$ cat src/rtl/eros_pkg.sv
// Shared types and default constants for the EROS on-chip RAM power sequencer.
package eros_pkg;

    localparam int unsigned DEF_IDLE_CYCLES   = 1024;
    localparam int unsigned DEF_ACK_TIMEOUT   = 64;
    localparam int unsigned DEF_SETTLE_CYCLES = 4;

    typedef enum logic [2:0] {
        PWR_ON       = 3'd0,
        PWR_DRAIN    = 3'd1,
        PWR_RET      = 3'd2,
        PWR_OFF_WAIT = 3'd3,
        PWR_OFF      = 3'd4,
        PWR_ON_WAIT  = 3'd5,
        PWR_SETTLE   = 3'd6
    } mem_pwr_state_e;

    // OBI: a request is transferred in the cycle where req && gnt; the requester
    // holds req and its payload stable until gnt. rvalid/rdata follow later, one per transfer.
    typedef struct packed {
        logic        req;
        logic        we;
        logic [3:0]  be;
        logic [31:0] addr;
        logic [31:0] wdata;
    } obi_req_t;

    typedef struct packed {
        logic        gnt;
        logic        rvalid;
        logic [31:0] rdata;
    } obi_resp_t;

endpackage

$ cat src/rtl/eros_mem_pwr_bank_fsm.sv
// One RAM bank's power sequencer: OBI gating, drain, retention/power-gate handshake.
// EROS_MEM_PWR_AUTO_EN compiles in the idle counter and auto power-down trigger.
module eros_mem_pwr_bank_fsm
    import eros_pkg::*;
#(
    parameter int unsigned IDLE_CYCLES   = DEF_IDLE_CYCLES,
    parameter int unsigned ACK_TIMEOUT   = DEF_ACK_TIMEOUT,
    parameter int unsigned SETTLE_CYCLES = DEF_SETTLE_CYCLES
) (
    input  logic       clk_i,
    input  logic       rst_ni,
    input  obi_req_t   bank_req_i,
    output obi_resp_t  bank_resp_o,
    output obi_req_t   mem_req_o,
    input  obi_resp_t  mem_resp_i,
    output logic       pwrgate_no,
    input  logic       pwrgate_ack_ni,
    output logic       set_retentive_no,
    input  logic       sleep_req_i,
    input  logic       retain_i,
`ifdef EROS_MEM_PWR_AUTO_EN
    input  logic       auto_en_i,
`endif
    input  logic       err_clr_i,
    output logic [2:0] state_o,
    output logic       err_o
);

    localparam int unsigned ACK_W = $clog2(ACK_TIMEOUT + 1);
    localparam int unsigned SET_W = $clog2(SETTLE_CYCLES + 1);
    localparam logic [ACK_W-1:0] ACK_MAX     = ACK_W'(ACK_TIMEOUT);
    localparam logic [ACK_W-1:0] ACK_LAST    = ACK_W'(ACK_TIMEOUT - 1);
    localparam logic [SET_W-1:0] SETTLE_LAST = SET_W'(SETTLE_CYCLES - 1);

    mem_pwr_state_e   state_q, state_d;
    logic [1:0]       outst_q;
    logic [ACK_W-1:0] ack_cnt_q;
    logic [SET_W-1:0] settle_cnt_q;
    logic             pwrgate_q, ret_q, err_q;
    logic             pass_en, accept, retire, trigger, in_ack_wait;

    assign pass_en     = (state_q == PWR_ON);
    assign in_ack_wait = (state_q == PWR_OFF_WAIT) || (state_q == PWR_ON_WAIT);

    // Only req and gnt are gated; responses to already-granted requests keep flowing while draining.
    always_comb begin
        mem_req_o       = bank_req_i;
        mem_req_o.req   = bank_req_i.req & pass_en;
        bank_resp_o     = mem_resp_i;
        bank_resp_o.gnt = mem_resp_i.gnt & pass_en;
    end

    assign accept = mem_req_o.req & mem_resp_i.gnt;
    assign retire = mem_resp_i.rvalid;

`ifdef EROS_MEM_PWR_AUTO_EN
    localparam int unsigned IDLE_W = $clog2(IDLE_CYCLES + 1);
    localparam logic [IDLE_W-1:0] IDLE_MAX = IDLE_W'(IDLE_CYCLES);
    logic [IDLE_W-1:0] idle_q;

    // Cleared outside ON so a freshly woken bank gets a full idle period.
    always_ff @(posedge clk_i) begin
        if (!rst_ni || !pass_en || bank_req_i.req) begin
            idle_q <= '0;
        end else if (idle_q != IDLE_MAX) begin
            idle_q <= idle_q + 1'b1;
        end
    end

    assign trigger = sleep_req_i | (auto_en_i & (idle_q == IDLE_MAX));
`else
    localparam int unsigned IDLE_CYCLES_UNUSED = IDLE_CYCLES;
    assign trigger = sleep_req_i;
`endif

    always_comb begin
        state_d = state_q;
        unique case (state_q)
            PWR_ON:       if (trigger && !bank_req_i.req) state_d = PWR_DRAIN;
            PWR_DRAIN: begin
                if (bank_req_i.req && !sleep_req_i) begin
                    state_d = PWR_ON;
                end else if (outst_q == 2'd0) begin
                    state_d = retain_i ? PWR_RET : PWR_OFF_WAIT;
                end
            end
            PWR_RET:      if (bank_req_i.req || !sleep_req_i) state_d = PWR_SETTLE;
            PWR_OFF_WAIT: if (!pwrgate_ack_ni) state_d = PWR_OFF;
            PWR_OFF:      if (bank_req_i.req || !sleep_req_i) state_d = PWR_ON_WAIT;
            PWR_ON_WAIT:  if (pwrgate_ack_ni) state_d = PWR_SETTLE;
            PWR_SETTLE:   if (settle_cnt_q == SETTLE_LAST) state_d = PWR_ON;
            default:      state_d = PWR_ON;
        endcase
    end

    always_ff @(posedge clk_i) begin
        if (!rst_ni) begin
            state_q      <= PWR_ON;
            pwrgate_q    <= 1'b1;
            ret_q        <= 1'b1;
            err_q        <= 1'b0;
            outst_q      <= 2'd0;
            ack_cnt_q    <= '0;
            settle_cnt_q <= '0;
        end else begin
            state_q   <= state_d;
            pwrgate_q <= !((state_d == PWR_OFF_WAIT) || (state_d == PWR_OFF));
            ret_q     <= (state_d != PWR_RET);

            if (accept && !retire) begin
                outst_q <= outst_q + 2'd1;
            end else if (retire && !accept) begin
                outst_q <= outst_q - 2'd1;
            end

            if (!in_ack_wait) begin
                ack_cnt_q <= '0;
            end else if (ack_cnt_q != ACK_MAX) begin
                ack_cnt_q <= ack_cnt_q + 1'b1;
            end

            settle_cnt_q <= (state_q == PWR_SETTLE) ? settle_cnt_q + 1'b1 : '0;

            // Setting on the last wait cycle beats a simultaneous clear.
            if (in_ack_wait && (ack_cnt_q == ACK_LAST)) begin
                err_q <= 1'b1;
            end else if (err_clr_i) begin
                err_q <= 1'b0;
            end
        end
    end

    assign pwrgate_no       = pwrgate_q;
    assign set_retentive_no = ret_q;
    assign state_o          = state_q;
    assign err_o            = err_q;

endmodule

$ cat src/rtl/eros_mem_pwr_ctrl.sv
// Per-bank power sequencer between the bus_system RAM ports and memory_sys.
// EROS_MEM_PWR_AUTO_EN enables idle auto power-down; otherwise auto_en_i is ignored.
module eros_mem_pwr_ctrl
    import eros_pkg::*;
#(
    parameter int unsigned N_BANKS       = 2,
    parameter int unsigned IDLE_CYCLES   = DEF_IDLE_CYCLES,
    parameter int unsigned ACK_TIMEOUT   = DEF_ACK_TIMEOUT,
    parameter int unsigned SETTLE_CYCLES = DEF_SETTLE_CYCLES
) (
    input  logic                        clk_i,
    input  logic                        rst_ni,
    input  obi_req_t  [N_BANKS-1:0]     bank_req_i,
    output obi_resp_t [N_BANKS-1:0]     bank_resp_o,
    output obi_req_t  [N_BANKS-1:0]     mem_req_o,
    input  obi_resp_t [N_BANKS-1:0]     mem_resp_i,
    output logic      [N_BANKS-1:0]     pwrgate_no,
    input  logic      [N_BANKS-1:0]     pwrgate_ack_ni,
    output logic      [N_BANKS-1:0]     set_retentive_no,
    input  logic      [N_BANKS-1:0]     sleep_req_i,
    input  logic      [N_BANKS-1:0]     retain_i,
    input  logic                        auto_en_i,
    input  logic      [N_BANKS-1:0]     err_clr_i,
    output logic      [N_BANKS-1:0][2:0] bank_state_o,
    output logic      [N_BANKS-1:0]     err_o
);

`ifndef EROS_MEM_PWR_AUTO_EN
    logic auto_en_unused;
    assign auto_en_unused = auto_en_i;
`endif

    for (genvar b = 0; b < N_BANKS; b++) begin : g_bank
        eros_mem_pwr_bank_fsm #(
            .IDLE_CYCLES  (IDLE_CYCLES),
            .ACK_TIMEOUT  (ACK_TIMEOUT),
            .SETTLE_CYCLES(SETTLE_CYCLES)
        ) u_bank_fsm (
            .clk_i           (clk_i),
            .rst_ni          (rst_ni),
            .bank_req_i      (bank_req_i[b]),
            .bank_resp_o     (bank_resp_o[b]),
            .mem_req_o       (mem_req_o[b]),
            .mem_resp_i      (mem_resp_i[b]),
            .pwrgate_no      (pwrgate_no[b]),
            .pwrgate_ack_ni  (pwrgate_ack_ni[b]),
            .set_retentive_no(set_retentive_no[b]),
            .sleep_req_i     (sleep_req_i[b]),
            .retain_i        (retain_i[b]),
`ifdef EROS_MEM_PWR_AUTO_EN
            .auto_en_i       (auto_en_i),
`endif
            .err_clr_i       (err_clr_i[b]),
            .state_o         (bank_state_o[b]),
            .err_o           (err_o[b])
        );
    end

endmodule
$ cat config.mk
export PLATFORM = sky130hd
export DESIGN_NAME = eros_mem_pwr_ctrl
export DESIGN_NICKNAME = d
export VERILOG_FILES = /design/src/rtl/eros_pkg.sv /design/src/rtl/eros_mem_pwr_bank_fsm.sv /design/src/rtl/eros_mem_pwr_ctrl.sv
export SDC_FILE = /design/constraint.sdc
export NUM_CORES = 1
export LEC_CHECK = 0
export CAP_MARGIN = 10
export CORE_AREA = 2 2 171 173
export DETAILED_ROUTE_END_ITERATION = 10
export DIE_AREA = 0 0 173 175
export PLACE_DENSITY = 0.45
export SYNTH_ARGS = -nofsm -noshare
export SYNTH_HDL_FRONTEND = slang
export SYNTH_SLANG_ARGS = --single-unit
$ cat constraint.sdc
create_clock -name clk_i -period 1.8 [get_ports clk_i]
set_clock_uncertainty 0.15 [all_clocks]
set_input_delay 0.45 -clock clk_i [delete_from_list [all_inputs] [get_ports clk_i]]
set_output_delay 0.45 -clock clk_i [all_outputs]
set_load 0.05 [all_outputs]
==> results of run 1 <==
-- kinds of logic after synthesis --
logic type / after synthesis / synth area share, %
buffers and inverters: 230 / 49.3
and+or+nand+nor: 97 / 15.2
DFF: 36 / 21.3
AOI/OAI and AO/OA: 21 / 4.99
xor gates and xnor gates: 19 / 4.92
adders and majority gates: 10 / 3.70
muxes: 2 / 0.592
-- metal layers --
layer,wire (µm),track usage [%]
met5,0,0
met4,683,5.37
met3,1200,3.87
met2,3460,7.68
met1,2350,4.03
-- sequential cells by signal, summed over array words and instances (netlist names) --
register / count
g_bank.u_bank_fsm.pwrgate_no: 2
g_bank.u_bank_fsm.settle_cnt_q: 6
g_bank.u_bank_fsm.outst_q: 4
g_bank.u_bank_fsm.state_o: 6
g_bank.u_bank_fsm.err_o: 2
g_bank.u_bank_fsm.set_retentive_no: 2
g_bank.u_bank_fsm.ack_cnt_q: 14
-- cells in the final DEF (no fill, tap or decap), types with 3 or more instances in the layout --
master | synthesis | layout
nand2_1 | 9 | 9
dfxtp_4 | 0 | 6
dfxtp_1 | 36 | 30
nor4_1 | 3 | 3
dlygate4sd2_1 | 0 | 6
nand2b_1 | 3 | 3
and2_1 | 11 | 6
clkdlybuf4s50_1 | 0 | 8
xnor2_1 | 11 | 11
ha_1 | 10 | 8
xor2_1 | 8 | 8
nor2_1 | 32 | 32
and2_4 | 0 | 4
clkbuf_16 | 0 | 5
buf_4 | 211 | 28
nand3_1 | 10 | 10
buf_12 | 0 | 18
and3_1 | 8 | 6
o21ai_0 | 4 | 4
inv_1 | 13 | 13
-- timing repair --
| action | 4_1_cts | 5_1_grt |
|---|---|---|
| gates resized for setup | 17 | 6 |
| pin swaps | 1 | 2 |
| setup buffers | 2 | 1 |
| setup endpoints to repair | 11 | 9 |
| hold endpoints to repair | 0 | 0 |
| hold buffers | 0 | 0 |
-- cells in the mapped netlist, types with 2 or more instances --
library cell / instances / area (µm²)
buf_4: 211 / 1580
dfxtp_1: 36 / 721
nor2_1: 32 / 120
inv_1: 13 / 48.8
and2_1: 11 / 68.8
xnor2_1: 11 / 96.3
ha_1: 10 / 125
nand3_1: 10 / 50.1
nand2_1: 9 / 33.8
and3_1: 8 / 50.1
xor2_1: 8 / 70.1
nor3_1: 5 / 25.0
buf_2: 4 / 20.0
nor2b_1: 4 / 25.0
o21ai_0: 4 / 20.0
nand2b_1: 3 / 18.8
nor4_1: 3 / 18.8
a211oi_1: 2 / 15.0
a21boi_0: 2 / 15.0
a21oi_1: 2 / 10.0
mux2i_1: 2 / 20.0
nand4b_1: 2 / 17.5
o22ai_1: 2 / 12.5
or3_1: 2 / 12.5
-- layout make-up --
type | instances | area share [%]
tap | 384 | 14.7
clock buffer | 8 | 4.79
sequential | 36 | 22.8
inverter | 13 | 1.49
timing repair buffer | 61 | 21.9
multi-input combinational | 149 | 34.3
-- power breakdown --
| part | switching [mW] | total, mW | internal [mW] |
|---|---|---|---|
| clock network | 0.325 | 0.915 | 0.589 |
| logic | 0.340 | 0.723 | 0.382 |
| registers | 0.0591 | 0.899 | 0.840 |
| total | 0.725 | 2.54 | 1.81 |
-- worst paths after layout --
kind	endpoint	from	slack, ns
setup / recovery	g_bank[1].u_bank_fsm.pwrgate_no	pwrgate_ack_ni[1]	-0.009
hold / removal	g_bank[1].u_bank_fsm.settle_cnt_q[0]	g_bank[1].u_bank_fsm.settle_cnt_q[0]	0.27
setup reg to reg	g_bank[0].u_bank_fsm.state_o[0]	g_bank[0].u_bank_fsm.state_o[0]	0.10
hold reg to reg	g_bank[1].u_bank_fsm.settle_cnt_q[0]	g_bank[1].u_bank_fsm.settle_cnt_q[0]	0.27
==> results_dict.tcl, run 1 <==
set metrics [dict create \
    viasPerCell 2.84 \
    ys_ff_latch 36 \
    dieWidth_um 173 \
    finalCritPeriodShare_pct 101 \
    seq_area_um2 743 \
    ys_dominant_reg_cell "dfxtp_1" \
    synth_cell_types 43 \
    violations "negative setup slack" \
    antenna_left 0 \
    grt_setup_unrepaired "yes" \
    drc_errors 0 \
    crit_type "input pin to flip-flop" \
    floorplan.die.height_um 175 \
    setup_viol 1 \
    die-area_um2 30300 \
    antenna_found_initial 0 \
    yosysWarnings 0 \
    syn_inst 415 \
    status "finished with violations" \
    dpl.hpwl_mm 6.29 \
    crit_required_ns 1.81 \
    fill_cells 3310 \
    cts.reportedPaths.clkPinSlew_ns 0.05 \
    fmax_mhz 553 \
    timing.slew.headroom_pct 75.2 \
    drv_cap 0 \
    grt_usage_pct 5.07 \
    grt_pass1_vias 1897 \
    synth-edff-count 0 \
    cp_common_cell "and3_1" \
    cp_cell_sequence "clkdlybuf4s50_1 > and2_2 > and3_1 > a211oi_2 > and3_1 > mux2i_1" \
    cp_max_fo 4 \
    gp_congestion 0.695 \
    core_um2 28400 \
    hold_ws_ns 0.269 \
    r2r_cells 7 \
    cts_sinks 36 \
    via_count 1846 \
    finalWorstSetupSlack_ns -0.00933 \
    drtIter0Drc 88 \
    synth_seq_area_share_pct 21.3 \
    start_util_pct 11.9 \
    areaGrowthSynthToFinish_pct -3.55 \
    numPortBuffers 33 \
    placementRows 62 \
    drt_wl_total_mm 7.70 \
    drive_gt1_share_pct 31.5 \
    syn_area_um2 3380 \
    cts_buffers 5 \
    post-place-ws_ns -0.488 \
    cts_root_buf "clkbuf_16" \
    min_path_type "flip-flop to flip-flop" \
    crit_family "simple AND/OR/NAND/NOR gates" \
    placed_cells_incl_taps 640 \
    vdd_drop_max_mv 0.346 \
    crit_cells 6 \
    clk_path_buf_depth 2 \
    syn-mean-instance-area_um2 8.16 \
    instances_no_fill 651 \
    p_leak_nw 1.18 \
    final_core_util_pct 11.5 \
    critical_path_buf_inv_count 1 \
    clock_latency_ns 0.28 \
    fin_tns_setup_ns -0.00933 \
    hold_viol 0 \
    crit_path_max_incr_delay_ns 0.43 \
    min_period_ns 1.81 \
    multiInputGateArea_um2 1120 \
    drtPass1Iterations 4 \
    slew_violations 0 \
    crit_path_top_delay_cell "clkdlybuf4s50_1" \
    final_nets 495 \
    cts_tree "done" \
    synth_nets 644 \
    overflow 0 \
    cp-start-kind "input pin" \
    whs_path_depth 1 \
    async_reset_ff_share_pct 0 \
    grt_pass1_wl_mm 11.2 \
    io_pins 439 \
    dpl_cell_area_um2 3020 \
    setup.worst_path.end_class "flip-flop" \
    power.total_mw 2.54 \
    grt_max_degree 12 \
    final_area_um2 3260 \
    p_per_area_nw_per_um2 777 \
    wl_per_cell_um 11.8 \
    arrival_ns 1.82 \
    antenna_cells 0 \
    tightest_slew_ns 0.370 \
    cts_max_level 2 \
]
No activity file was read; power rests on OpenSTA's default activity.
==> inputs of run 2 (changes only) <==
Settings changed: CTS_CLUSTER_DIAMETER from default to 120.
==> results of run 2 <==
Final layout, timing and power as in run 1 (identical DEF).
==> inputs of run 3 (changes only) <==
Settings changed: PLACE_DENSITY 0.45 to 0.43.
Clock period 1.8 ns to 1.7 ns, I/O delays scaled along.
==> run 3 against run 2 <==
Compared with the run above:
- the flow still finishes with violations (negative setup slack)
- critical path depth decreased by 2
- clock power increased by 49%
- die area unchanged
- non-clock buffer count increased by 5
- count of clock-buffer cells in the layout decreased by 3
- sequential power increased by 4.8%
- register-to-register slack got worse by 0.12 ns
- sequential share of layout area decreased by 1.2 points
- critical endpoint is now bank_resp_o[67]
- largest cell class unchanged
==> results_dict.tcl, run 3 (same netlist as run 1, synthesis figures left out) <==
set metrics [dict create \
    p_int_mw 2.34 \
    cp_cell_sequence "nor3_4 > buf_4 > and2_4 > buf_12" \
    rr_startpoint "g_bank[1].u_bank_fsm.state_o[2]" \
    setup_viol 5 \
    violations "negative setup slack" \
    grt_setup_unrepaired "yes" \
    placementRows 62 \
    finalWorstSetupSlack_ns -0.113 \
    cts_root_buf "clkbuf_16" \
    die-area_um2 30300 \
    gp_congestion 0.692 \
    power_frac_comb_pct 27.5 \
    switching_share_pct 26.3 \
    multiInputGateArea_um2 1190 \
    setup.worst_path.end_class "output port" \
    drive_gt1_share_pct 37.5 \
    drtPass1Iterations 3 \
    drt_wl_total_mm 7.91 \
    crit_type "flip-flop to output port" \
    clock_latency_ns 0.28 \
    reg2reg_to "g_bank[1].u_bank_fsm.outst_q[1]" \
    seq_power_share_pct 29.6 \
    p_clk_share_pct 42.9 \
    grt_pass1_vias 1989 \
    tightest_slew_ns 0.362 \
    largest_reg_flops 14 \
    antenna_left 0 \
    finalCritPeriodShare_pct 107 \
    power.total_mw 3.18 \
    drv_cap 0 \
    slew_violations 0 \
    hold_viol 0 \
    seq_area_um2 744 \
    dpl.hpwl_mm 6.25 \
    viasPerCell 2.90 \
    p_leak_nw 1.25 \
    crit_required_ns 1.12 \
    fmax_mhz 551 \
    antenna_found_initial 1 \
    layout_common_cells "30 x nor2_1, 29 x dfxtp_1, 27 x buf_4, 18 x buf_12, 13 x inv_1" \
    vdd_drop_max_mv 0.417 \
    grt_max_degree 13 \
    crit_path_max_incr_delay_ns 0.36 \
    clk_path_buf_depth 2 \
    p_per_area_nw_per_um2 921 \
    final_common_cell "nor2_1" \
    floorplan.die.height_um 175 \
    r2r_cells 6 \
    dieWidth_um 173 \
    crit_path_top_delay_cell "dfxtp_4" \
    hold_ws_ns 0.252 \
    drc_errors 0 \
    cts.reportedPaths.clkPinSlew_ns 0.06 \
    placed_cells_incl_taps 643 \
    drtIter0Drc 23 \
    fill_cells 3283 \
    grt_usage_pct 5.02 \
    io_pins 439 \
    cts-hold-fix-buffers 0 \
    endpoint "bank_resp_o[67]" \
    arrival_ns 1.24 \
    cts_sinks 36 \
    antenna_cells 0 \
    cts_tree "done" \
    whs_path_depth 1 \
    p_sw_mw 0.835 \
    core_um2 28400 \
    min_period_ns 1.81 \
    final_nets 500 \
    cts_buffers 5 \
    min_path_type "flip-flop to flip-flop" \
    cp-start-kind "flip-flop" \
    via_count 1900 \
    timing.slew.headroom_pct 75.7 \
    r2r_setup_slack_ns -0.02 \
    overflow 0 \
    fin_tns_setup_ns -0.294 \
    cp_max_fo 2 \
    status "finished with violations" \
    start_util_pct 11.9 \
    critPathLaunch "g_bank[1].u_bank_fsm.state_o[2]" \
    wl_per_cell_um 12.1 \
    areaGrowthSynthToFinish_pct 2.00 \
    grt_pass1_wl_mm 11.6 \
    cts_max_level 2 \
    instances_no_fill 656 \
    numPortBuffers 33 \
    largest-register "g_bank.u_bank_fsm.ack_cnt_q" \
]
run 3: cell types whose count changed in the layout (fill, tap and decap cells not counted), sizes merged:
| cell | previous run | this run |
|---|---|---|
| buf | 46 | 51 |
| bufinv | 0 | 3 |
| clkbuf | 8 | 5 |
| clkdlybuf4s15 | 0 | 2 |
| clkdlybuf4s50 | 8 | 7 |
| dlymetal6s2s | 1 | 0 |
run 3: worst min-delay path by stage:
stage                                               from                                    to
finish              g_bank[1].u_bank_fsm.settle_cnt_q[0]  g_bank[1].u_bank_fsm.settle_cnt_q[0]
global route        g_bank[0].u_bank_fsm.settle_cnt_q[0]  g_bank[0].u_bank_fsm.settle_cnt_q[0]
CTS                 g_bank[0].u_bank_fsm.settle_cnt_q[0]  g_bank[0].u_bank_fsm.settle_cnt_q[0]
detailed placement  g_bank[0].u_bank_fsm.settle_cnt_q[0]  g_bank[0].u_bank_fsm.settle_cnt_q[0]
global placement    g_bank[1].u_bank_fsm.settle_cnt_q[0]  g_bank[1].u_bank_fsm.settle_cnt_q[0]
floorplan           g_bank[0].u_bank_fsm.settle_cnt_q[0]  g_bank[0].u_bank_fsm.settle_cnt_q[0]
run 3: routing by layer:
layer  vias to the layer above  global-route usage, %  part of all wire, %
li1                        822                      -                    -
met1                       785                   4.04                   30
met2                       186                   7.67                   45
met3                       105                   4.09                   16
met4                         2                   4.66                  9.0
met5                         -                      0                 0.20
run 3: what timing repair did:
action / in CTS / in global routing
pin swaps: 4 / 9
resized for setup: 22 / 26
endpoints found under the setup margin: 19 / 15
setup buffers: 6 / 1
run 3: area by class of cell:
type                    count  share of cell area [%]
clock buffers               5                    3.62
clock inverters             3                    2.61
inverters                  13                    1.41
multi-input cells         149                    34.5
flip-flops and latches     36                    21.6
well taps                 384                    13.9
repair buffers             66                    22.4
run 3: power groups by stage:
stage | sequential, mW | clock, mW | combinational, mW
floorplan | 0.984 | 0 | 1.69
global placement | 0.972 | 0 | 0.764
detailed placement | 0.972 | 0 | 0.762
CTS | 0.940 | 1.42 | 0.828
global route | 0.948 | 1.46 | 0.933
finish | 0.942 | 1.36 | 0.873
run 3: stage by stage:
| step | util, % | setup slack [ns] | instance area (µm²) |
|---|---|---|---|
| floorplan | - | -0.0635 | 3500 |
| detailed placement | 10.7 | -0.560 | 3050 |
| global placement | 10.7 | -0.567 | 3050 |
| finish | 12.2 | -0.113 | 3450 |
| global route | 12.2 | -0.169 | 3450 |
| CTS | 11.8 | -0.146 | 3340 |
run 3: worst max-delay path: cells and delay by family, from the launching register on:
family,cells,cell delay (ns)
buffers and inverters,2,0.27
flip-flops,1,0.36
AND/OR/NAND/NOR,2,0.34
